### src/rtl/lfsr_bcd_gen_if.sv
// Control/status bundle for lfsr_bcd_gen: mode/step/seed in, LFSR state and BCD view out.
interface lfsr_bcd_gen_if #(
    parameter int unsigned WIDTH = 7
);
    logic [1:0]       mode;
    logic             step;
    logic [WIDTH-1:0] seed;
    logic [WIDTH-1:0] value;
    logic [19:0]      bcd;
    logic             bcd_valid;
    logic             wrap;

    modport master (
        output mode, step, seed,
        input  value, bcd, bcd_valid, wrap
    );

    modport slave (
        input  mode, step, seed,
        output value, bcd, bcd_valid, wrap
    );
endinterface

### src/rtl/lfsr_bcd_gen.sv
// Fibonacci-style LFSR with hold/step/run/load modes and a sequential
// double-dabble converter presenting the current state as five BCD digits.
module lfsr_bcd_gen #(
    parameter int unsigned      WIDTH = 7,
    parameter logic [WIDTH-1:0] TAPS  = 7'h60,
    parameter int unsigned      DIV   = 50_000_000
) (
    input logic          clk,
    input logic          rst_n,
    lfsr_bcd_gen_if.slave bus
);

    localparam int unsigned PW = $clog2(DIV);

    localparam logic [1:0] MODE_HOLD = 2'b00;
    localparam logic [1:0] MODE_STEP = 2'b01;
    localparam logic [1:0] MODE_RUN  = 2'b10;
    localparam logic [1:0] MODE_LOAD = 2'b11;

    localparam logic [1:0] S_IDLE  = 2'd0;
    localparam logic [1:0] S_SHIFT = 2'd1;
    localparam logic [1:0] S_DONE  = 2'd2;

    logic [WIDTH-1:0] value_q, value_d;
    logic [WIDTH-1:0] seed_reg, seed_d;
    logic [PW-1:0]    pre_q;
    logic             pre_hit;
    logic             adv;
    logic             wrap_q;
    logic             chg_q;

    logic [1:0]       state;
    logic [WIDTH-1:0] sh_q;
    logic [19:0]      acc_q, acc_adj;
    logic [4:0]       it_q;
    logic [19:0]      bcd_q;
    logic             bcd_valid_q;

    assign pre_hit = (pre_q == PW'(DIV - 1));

    always_comb begin
        value_d = value_q;
        seed_d  = seed_reg;
        adv     = 1'b0;
        case (bus.mode)
            MODE_STEP: adv = bus.step;
            MODE_RUN:  adv = pre_hit;
            MODE_LOAD: begin
                // Zero seed is replaced by 1 so the lockup state is unreachable
                value_d = (bus.seed == '0) ? WIDTH'(1) : bus.seed;
                seed_d  = value_d;
            end
            default: ;
        endcase
        if (adv)
            value_d = {value_q[WIDTH-2:0], ^(value_q & TAPS)};
    end

    always_ff @(posedge clk or negedge rst_n) begin
        if (!rst_n) begin
            value_q  <= WIDTH'(1);
            seed_reg <= WIDTH'(1);
            pre_q    <= '0;
            wrap_q   <= 1'b0;
            chg_q    <= 1'b0;
        end else begin
            value_q  <= value_d;
            seed_reg <= seed_d;
            pre_q    <= (bus.mode == MODE_RUN && !pre_hit) ? pre_q + PW'(1) : '0;
            wrap_q   <= adv && (value_d == seed_reg);
            chg_q    <= (value_d != value_q);
        end
    end

    always_comb begin
        acc_adj = acc_q;
        for (int unsigned i = 0; i < 5; i++) begin
            if (acc_q[4*i +: 4] >= 4'd5)
                acc_adj[4*i +: 4] = acc_q[4*i +: 4] + 4'd3;
        end
    end

    // chg_q lags the value update by one cycle; any change restarts from scratch
    always_ff @(posedge clk or negedge rst_n) begin
        if (!rst_n) begin
            state       <= S_IDLE;
            sh_q        <= '0;
            acc_q       <= '0;
            it_q        <= '0;
            bcd_q       <= 20'h00001;
            bcd_valid_q <= 1'b1;
        end else if (chg_q) begin
            sh_q        <= value_q;
            acc_q       <= '0;
            it_q        <= '0;
            state       <= S_SHIFT;
            bcd_valid_q <= 1'b0;
        end else begin
            case (state)
                S_SHIFT: begin
                    {acc_q, sh_q} <= {acc_adj, sh_q} << 1;
                    it_q          <= it_q + 5'd1;
                    if (it_q == 5'(WIDTH - 1))
                        state <= S_DONE;
                end
                S_DONE: begin
                    bcd_q       <= acc_q;
                    bcd_valid_q <= 1'b1;
                    state       <= S_IDLE;
                end
                default: state <= S_IDLE;
            endcase
        end
    end

    assign bus.value     = value_q;
    assign bus.bcd       = bcd_q;
    assign bus.bcd_valid = bcd_valid_q;
    assign bus.wrap      = wrap_q;

endmodule
### src/flat_wrapper.sv
// flat-port wrapper written by rule: the top's interface ports become plain ports
module lfsr_bcd_gen_flat 
#(
    parameter int unsigned      WIDTH = 7,
    parameter logic [WIDTH-1:0] TAPS  = 7'h60,
    parameter int unsigned      DIV   = 50_000_000
)
  (clk, rst_n, bus_mode, bus_step, bus_seed, bus_value, bus_bcd, bus_bcd_valid, bus_wrap);
  lfsr_bcd_gen_if #(.WIDTH(WIDTH)) bus_i ();
  input logic clk;
  input logic rst_n;
  input wire logic [$bits(bus_i.mode)-1:0] bus_mode;
  input wire logic [$bits(bus_i.step)-1:0] bus_step;
  input wire logic [$bits(bus_i.seed)-1:0] bus_seed;
  output wire logic [$bits(bus_i.value)-1:0] bus_value;
  output wire logic [$bits(bus_i.bcd)-1:0] bus_bcd;
  output wire logic [$bits(bus_i.bcd_valid)-1:0] bus_bcd_valid;
  output wire logic [$bits(bus_i.wrap)-1:0] bus_wrap;
  assign bus_i.mode = bus_mode;
  assign bus_i.step = bus_step;
  assign bus_i.seed = bus_seed;
  assign bus_value = bus_i.value;
  assign bus_bcd = bus_i.bcd;
  assign bus_bcd_valid = bus_i.bcd_valid;
  assign bus_wrap = bus_i.wrap;
  lfsr_bcd_gen #(.WIDTH(WIDTH), .TAPS(TAPS), .DIV(DIV)) u_core (.clk(clk), .rst_n(rst_n), .bus(bus_i));
endmodule
### config.mk
export PLATFORM = sky130hd
export DESIGN_NAME = lfsr_bcd_gen_flat
export DESIGN_NICKNAME = d
export VERILOG_FILES = /design/src/rtl/lfsr_bcd_gen_if.sv /design/src/rtl/lfsr_bcd_gen.sv /design/src/flat_wrapper.sv
export SDC_FILE = /design/constraint.sdc
export NUM_CORES = 1
export LEC_CHECK = 0
export ABC_AREA = 1
export CORE_UTILIZATION = 65
export CTS_BUF_LIST = sky130_fd_sc_hd__clkbuf_2 sky130_fd_sc_hd__clkbuf_4 sky130_fd_sc_hd__clkbuf_8
export CTS_CLUSTER_DIAMETER = 30
export DETAILED_ROUTE_END_ITERATION = 10
export PLACE_DENSITY = 0.86
export SLEW_MARGIN = 20
export SYNTH_ARGS = -nofsm -noshare
export SYNTH_HDL_FRONTEND = slang
export SYNTH_SLANG_ARGS = --single-unit
export TNS_END_PERCENT = 10
### constraint.sdc
create_clock -name clk -period 3.19 [get_ports clk]
set_input_delay 0.4785 -clock clk [delete_from_list [all_inputs] [get_ports clk]]
set_output_delay 0.4785 -clock clk [all_outputs]
set_load 0.03 [all_outputs]
# Yosys cells after proc, flatten, opt, wreduce, memory -nomap -nowiden
# Index checks and enable logic that the tools add are counted.
dict set report classes {
  n_mul 0
  div_mod_pow 0
  reduce_logical 8
  bitwise_logic 1
  eq_ne 10
  magnitude_cmp 5
  n_shift 0
  mux 21
  add_sub_neg 7
}
# cell n
set ops {}
lappend ops {{20-bit two-way mux} 2}
lappend ops {{7-bit two-way mux} 5}
lappend ops {{26-bit by 1-bit adder with 26-bit output (second input constant)} 1}
lappend ops {{26-bit == test (second input constant)} 1}
lappend ops {{26-bit two-way mux} 1}
lappend ops {{4-bit by 3-bit greater-or-equal comparator with 1-bit output (second input constant)} 5}
lappend ops {{4-bit by 2-bit adder with 4-bit output (second input constant)} 4}
lappend ops {{4-bit two-way mux} 4}
lappend ops {{5-bit two-way mux} 2}
lappend ops {{7-bit == test} 1}
lappend ops {{7-bit logical NOT} 1}
lappend ops {{7-bit != test} 1}
lappend ops {{7-bit parity} 1}
lappend ops {{2-bit == test (second input constant)} 3}
lappend ops {{2-bit two-way mux} 3}
lappend ops {{5-bit by 1-bit adder with 5-bit output (second input constant)} 1}
lappend ops {{5-bit by 3-bit == test with 1-bit output (second input constant)} 1}
lappend ops {{2-bit by 1-bit == test with 1-bit output (second input constant)} 2}
lappend ops {{2-bit nonzero test} 2}
lappend ops {{3-bit by 2-bit adder with 3-bit output (second input constant)} 1}
lappend ops {{3-bit two-way mux} 1}
lappend ops {{3-bit by 1-bit != test with 1-bit output (second input constant)} 1}
lappend ops {{1-bit logical AND} 2}
lappend ops {{1-bit two-way mux} 2}
lappend ops {{4 further kinds} 4}
dict set report word_totals {
  elab_cells 63
  ff_bits 97
  memories 0
  mem_bits_rw 0
  latch_bits 0
  inputBits 12
  romBits 0
}

# Longest topological paths before layout
dict set report logic_depth {
  depth_word 6
  mapped_depth 16
  depth_no_buf 15
}

# Worst setup path before layout
# OpenSTA, ideal clock, no wires.
dict set report synth_timing {
  path_kind {flip-flop to flip-flop}
  start {register u_core.pre_q[0]}
  end {register u_core.chg_q}
  path_stages_with_launch 16
  t_required_ns 3.071
  t_arrival_ns 1.625
  setup_slack_ns 1.446
  setup_ns 0.119
  n_path_buf 1
  path_cell_list {dfrtp_1 > ha_1 > nand2_1 > nor2_1 > nand2_1 > nor2_2 > nand3_2 > nand2_4 > buf_12 > nand3_2 > nand2_2 > nand2_1 > nand2_1 > nand2_1 > nor2_1 > nand2_1}
}
dict set report synth_via {
  elab_chain_len 4
}
# item line_no
set synth_rtl {}
lappend synth_rtl {{from (decl)} lfsr_bcd_gen.sv:26} ;# logic [PW-1:0] pre_q;
lappend synth_rtl {{from (signal assigned)} lfsr_bcd_gen.sv:69} ;# pre_q <= (bus.mode == MODE_RUN && !pre_hit) ? pre_q + PW'(1) : '0;
lappend synth_rtl {{26-bit == test} lfsr_bcd_gen.sv:39} ;# assign pre_hit = (pre_q == PW'(DIV - 1));
lappend synth_rtl {{1-bit one-hot mux with 2 select lines} lfsr_bcd_gen.sv:45} ;# case (bus.mode)
lappend synth_rtl {{7-bit two-way mux} lfsr_bcd_gen.sv:55} ;# if (adv)
lappend synth_rtl {{net u_core.value_d[6]} lfsr_bcd_gen.sv:24} ;# logic [WIDTH-1:0] value_q, value_d;
lappend synth_rtl {{7-bit != test} lfsr_bcd_gen.sv:71} ;# chg_q <= (value_d != value_q);
lappend synth_rtl {{to (signal assigned)} lfsr_bcd_gen.sv:71}
lappend synth_rtl {{to (decl)} lfsr_bcd_gen.sv:30} ;# logic chg_q;
# The timed path passes the listed nets, and every way through them passes these cells.
# A chain may end at the register's enable or synchronous reset.

# Final worst setup path
# Ends and elaborated chain as after synthesis.

==> flow_summary.json <==
{
  "run_status": "finished clean",
  "vias": 4171,
  "slew_viol_final": 0,
  "numCtsBuffers": 9,
  "io_pins": 41,
  "die_w_um": 89.42,
  "cts_resized": 0,
  "grt_usage": 0.2835,
  "reg2reg_depth": 13,
  "cp_data_required_time_ns": 3.44,
  "clk_pin_slew_worst_paths_ns": 0.10,
  "start_util": 0.6776,
  "critical_path_buf_inv_count": 0,
  "crit_family": "simple AND/OR/NAND/NOR gates",
  "clock-sinks": 97,
  "yosys.area.top_type": "dfrtp_1",
  "globalplace.congestion": 0.8473,
  "arrival_ns": 2.61,
  "setup_viol": 0,
  "core_sq_mm": 0.007331,
  "clk_latency_ns": 0.36,
  "power_density_mw_per_mm2": 446.9,
  "rrSetupSlack_ns": 0.83,
  "slowest_stage": "dfrtp_1",
  "finalNetCount": 661,
  "cp-start-kind": "register",
  "layout-drive-gt1-share": 0.09248,
  "stdcell_count": 737,
  "worst-setup-path-type": "register to register",
  "crit_path_cell_trace": "ha_1 -> nand2_1 -> nor2_1 -> nand2_1 -> nor2_2 -> nand3_2 -> nand2_4 -> nand2_2 -> nand2_1 -> nand2_1 -> xor2_1 -> nor2_1 -> nand2_1",
  "postRouteAntennaNets": 0,
  "n_fill_cell": 493,
  "place_inst": 721,
  "routed_via_density": 5.659,
  "drc_errors": 0,
  "die_y_um": 89.42,
  "final_common_cell": "nand2_1",
  "area_growth_pct": 14.28,
  "period_share": 0.7385,
  "dr_wl_met2_um": 5185,
  "max_clock_freq_ghz": 0.4245,
  "antenna_found_initial": 0,
  "drt-met1-wl_um": 4655,
  "dp_hpwl_um": 7235,
  "startpoint": "u_core.pre_q[0]$_DFF_PN0_",
  "wl_um": 10540,
  "grt_pass1_vias": 3956,
  "synth_warnings": 0,
  "syn_inst": 590,
  "routed-wl-met3_um": 520,
  "regToRegEndpoint": "u_core.chg_q$_DFF_PN0_",
  "synthTopCellsByArea": "dfrtp_1 (47%), nand2_1 (8.6%), o21ai_0 (7.1%)",
  "syn-num-nets": 618,
  "cts_setup_buffers": 0,
  "clk_root_buffer_cell": "clkbuf_8",
  "tightest_slew_ns": 0.7503,
  "cpPeakStageDelay_ns": 0.38,
  "grt_pass1_wl_um": 17350,
  "antenna_cells": 0,
  "wire_per_inst_um": 14.30,
  "worstReg2RegStart": "u_core.pre_q[0]$_DFF_PN0_",
  "cts_tree": "yes",
  "highest_layer": "met4",
  "die_area_sq_mm": 0.007996,
  "overflow": 0,
  "htreeDepth": 3,
  "port_buffers": 40,
  "cp.depth": 13,
  "clock_skew_ns": 0.008293,
  "cap_violations": 0,
  "grt_max_degree": 51,
  "drtIter0Drc": 270,
  "drtPass1Iterations": 5,
  "holdBufCountCts": 0,
  "max-vdd-ir-drop_mv": 0.3040,
  "p_leak_nw": 2.509,
  "synth_top_cell_area_share": 0.4685,
  "syn-cell-area_sq_mm": 0.004967,
  "end_kind": "register",
  "final_hold_viol_count": 0,
  "syn_area_per_cell_sq_um": 8.419,
  "rsz0062_at_grt": "false",
  "cts.path.max_buffers": 2,
  "finalSetupTns_ns": 0,
  "crit_fanout": 12,
  "period_minus_slack_ns": 2.356,
  "mostFrequentLayoutCells": "nand2_1 (114), dfrtp_1 (93), inv_1 (75), o21ai_0 (70), nor2_1 (55)",
  "hold_path_class": "primary input to async pin",
  "ys_seq_elements": 97,
  "ys_types": 38,
  "slew_headroom": 0.4993,
  "ys_seq_area_frac": 0.4897,
  "largest_reg_flops": 26,
  "crit_top_cell": "nand2_1",
  "largest_register": "u_core.pre_q",
  "rows": 31
}
Yosys cell counts:
| library cell | count |
|---|---|
| clkbuf_1 | 11 |
| a31oi_1 | 3 |
| dfstp_2 | 4 |
| a22oi_1 | 2 |
| nand3_2 | 7 |
| o21ai_0 | 70 |
| nor3b_1 | 2 |
| o211a_1 | 1 |
| a311oi_1 | 1 |
| nand3_4 | 2 |
| o32ai_1 | 4 |
| xnor2_1 | 1 |
| o221ai_1 | 2 |
| nor2_1 | 55 |
| nor3_1 | 10 |
| xor2_1 | 10 |
| nand2_1 | 114 |
| dfrtp_1 | 93 |
| nand4_1 | 3 |
| nor3_4 | 1 |
| nor2_4 | 1 |
| buf_4 | 1 |
| inv_1 | 75 |
| clkinv_1 | 2 |
| nand2_2 | 10 |
| a21oi_1 | 14 |
| nor2_2 | 5 |
| ha_1 | 16 |
| nor3b_2 | 1 |
| o22ai_1 | 8 |
| a211oi_1 | 3 |
| buf_6 | 1 |
| o21a_1 | 2 |
| nand3_1 | 47 |
| buf_12 | 1 |
| o211ai_1 | 2 |
| inv_2 | 1 |
| nand2_4 | 4 |
metal layers:
layer / track usage / up-vias
li1: - / 2016
met1: 0.3739 / 1998
met2: 0.4885 / 138
met3: 0.03509 / 19
met4: 0.09524 / 0
met5: 0 / -
power breakdown:
group,switching [mW],total (mW),internal (mW)
registers,0.0405,1.32,1.28
logic,0.206,0.320,0.114
clock network,0.445,0.900,0.455
how the worst max path moves through the flow:
stage | slack, ns | to
6_report | 0.83 | u_core.chg_q$_DFF_PN0_
5_1_grt | 0.61 | u_core.bus.wrap$_DFF_PN0_
4_1_cts | 0.83 | u_core.chg_q$_DFF_PN0_
3_5_place_dp | 0.60 | u_core.chg_q$_DFF_PN0_
3_3_place_gp | 0.71 | u_core.chg_q$_DFF_PN0_
2_1_floorplan | 1.45 | u_core.chg_q$_DFF_PN0_
cells by family after synthesis:
kind of cell / share of synthesized area
flip-flops: 0.4897
AO/OA/AOI/OAI: 0.1264
AND/OR/NAND/NOR: 0.2491
buffers and inverters: 0.07506
XOR/XNOR: 0.01939
adder cells (fa/ha/maj): 0.04030
worst reg2reg max path, stage by stage, from the launching register on:
cell,delay (ns)
dfrtp_1,0.38
ha_1,0.22
nand2_1,0.08
nor2_1,0.13
nand2_1,0.10
nor2_2,0.12
nand3_2,0.11
nand2_4,0.20
nand2_2,0.28
nand2_1,0.19
nand2_1,0.12
xor2_1,0.16
nor2_1,0.11
nand2_1,0.06
through the flow:
stage | worst slack, ns | cell area [sq um] | hold WS [ns] | util | power, mW
4_1_cts | 0.8314 | 5677 | 0.1424 | 0.7744 | 2.543
3_5_place_dp | 0.5972 | 5454 | 0.4607 | 0.7440 | 1.658
2_1_floorplan | 1.446 | 4967 | 0.1829 | - | 1.537
5_1_grt | 0.6125 | 5677 | 0.1553 | 0.7744 | 2.624
6_report | 0.8341 | 5677 | 0.1082 | 0.7744 | 2.537
3_3_place_gp | 0.7119 | 5454 | 0.4478 | 0.7440 | 1.644
layout make-up:
class	count	area (sq um)	area share
well taps	99	123.9	0.02182
repair buffers	46	442.9	0.07803
multi-input cells	401	2162	0.3809
inverters	78	292.8	0.05158
clock inverters	6	91.34	0.01609
flip-flops and latches	97	2432	0.4285
clock buffers	10	131.4	0.02314
No activity file was read; power rests on OpenSTA's default activity.
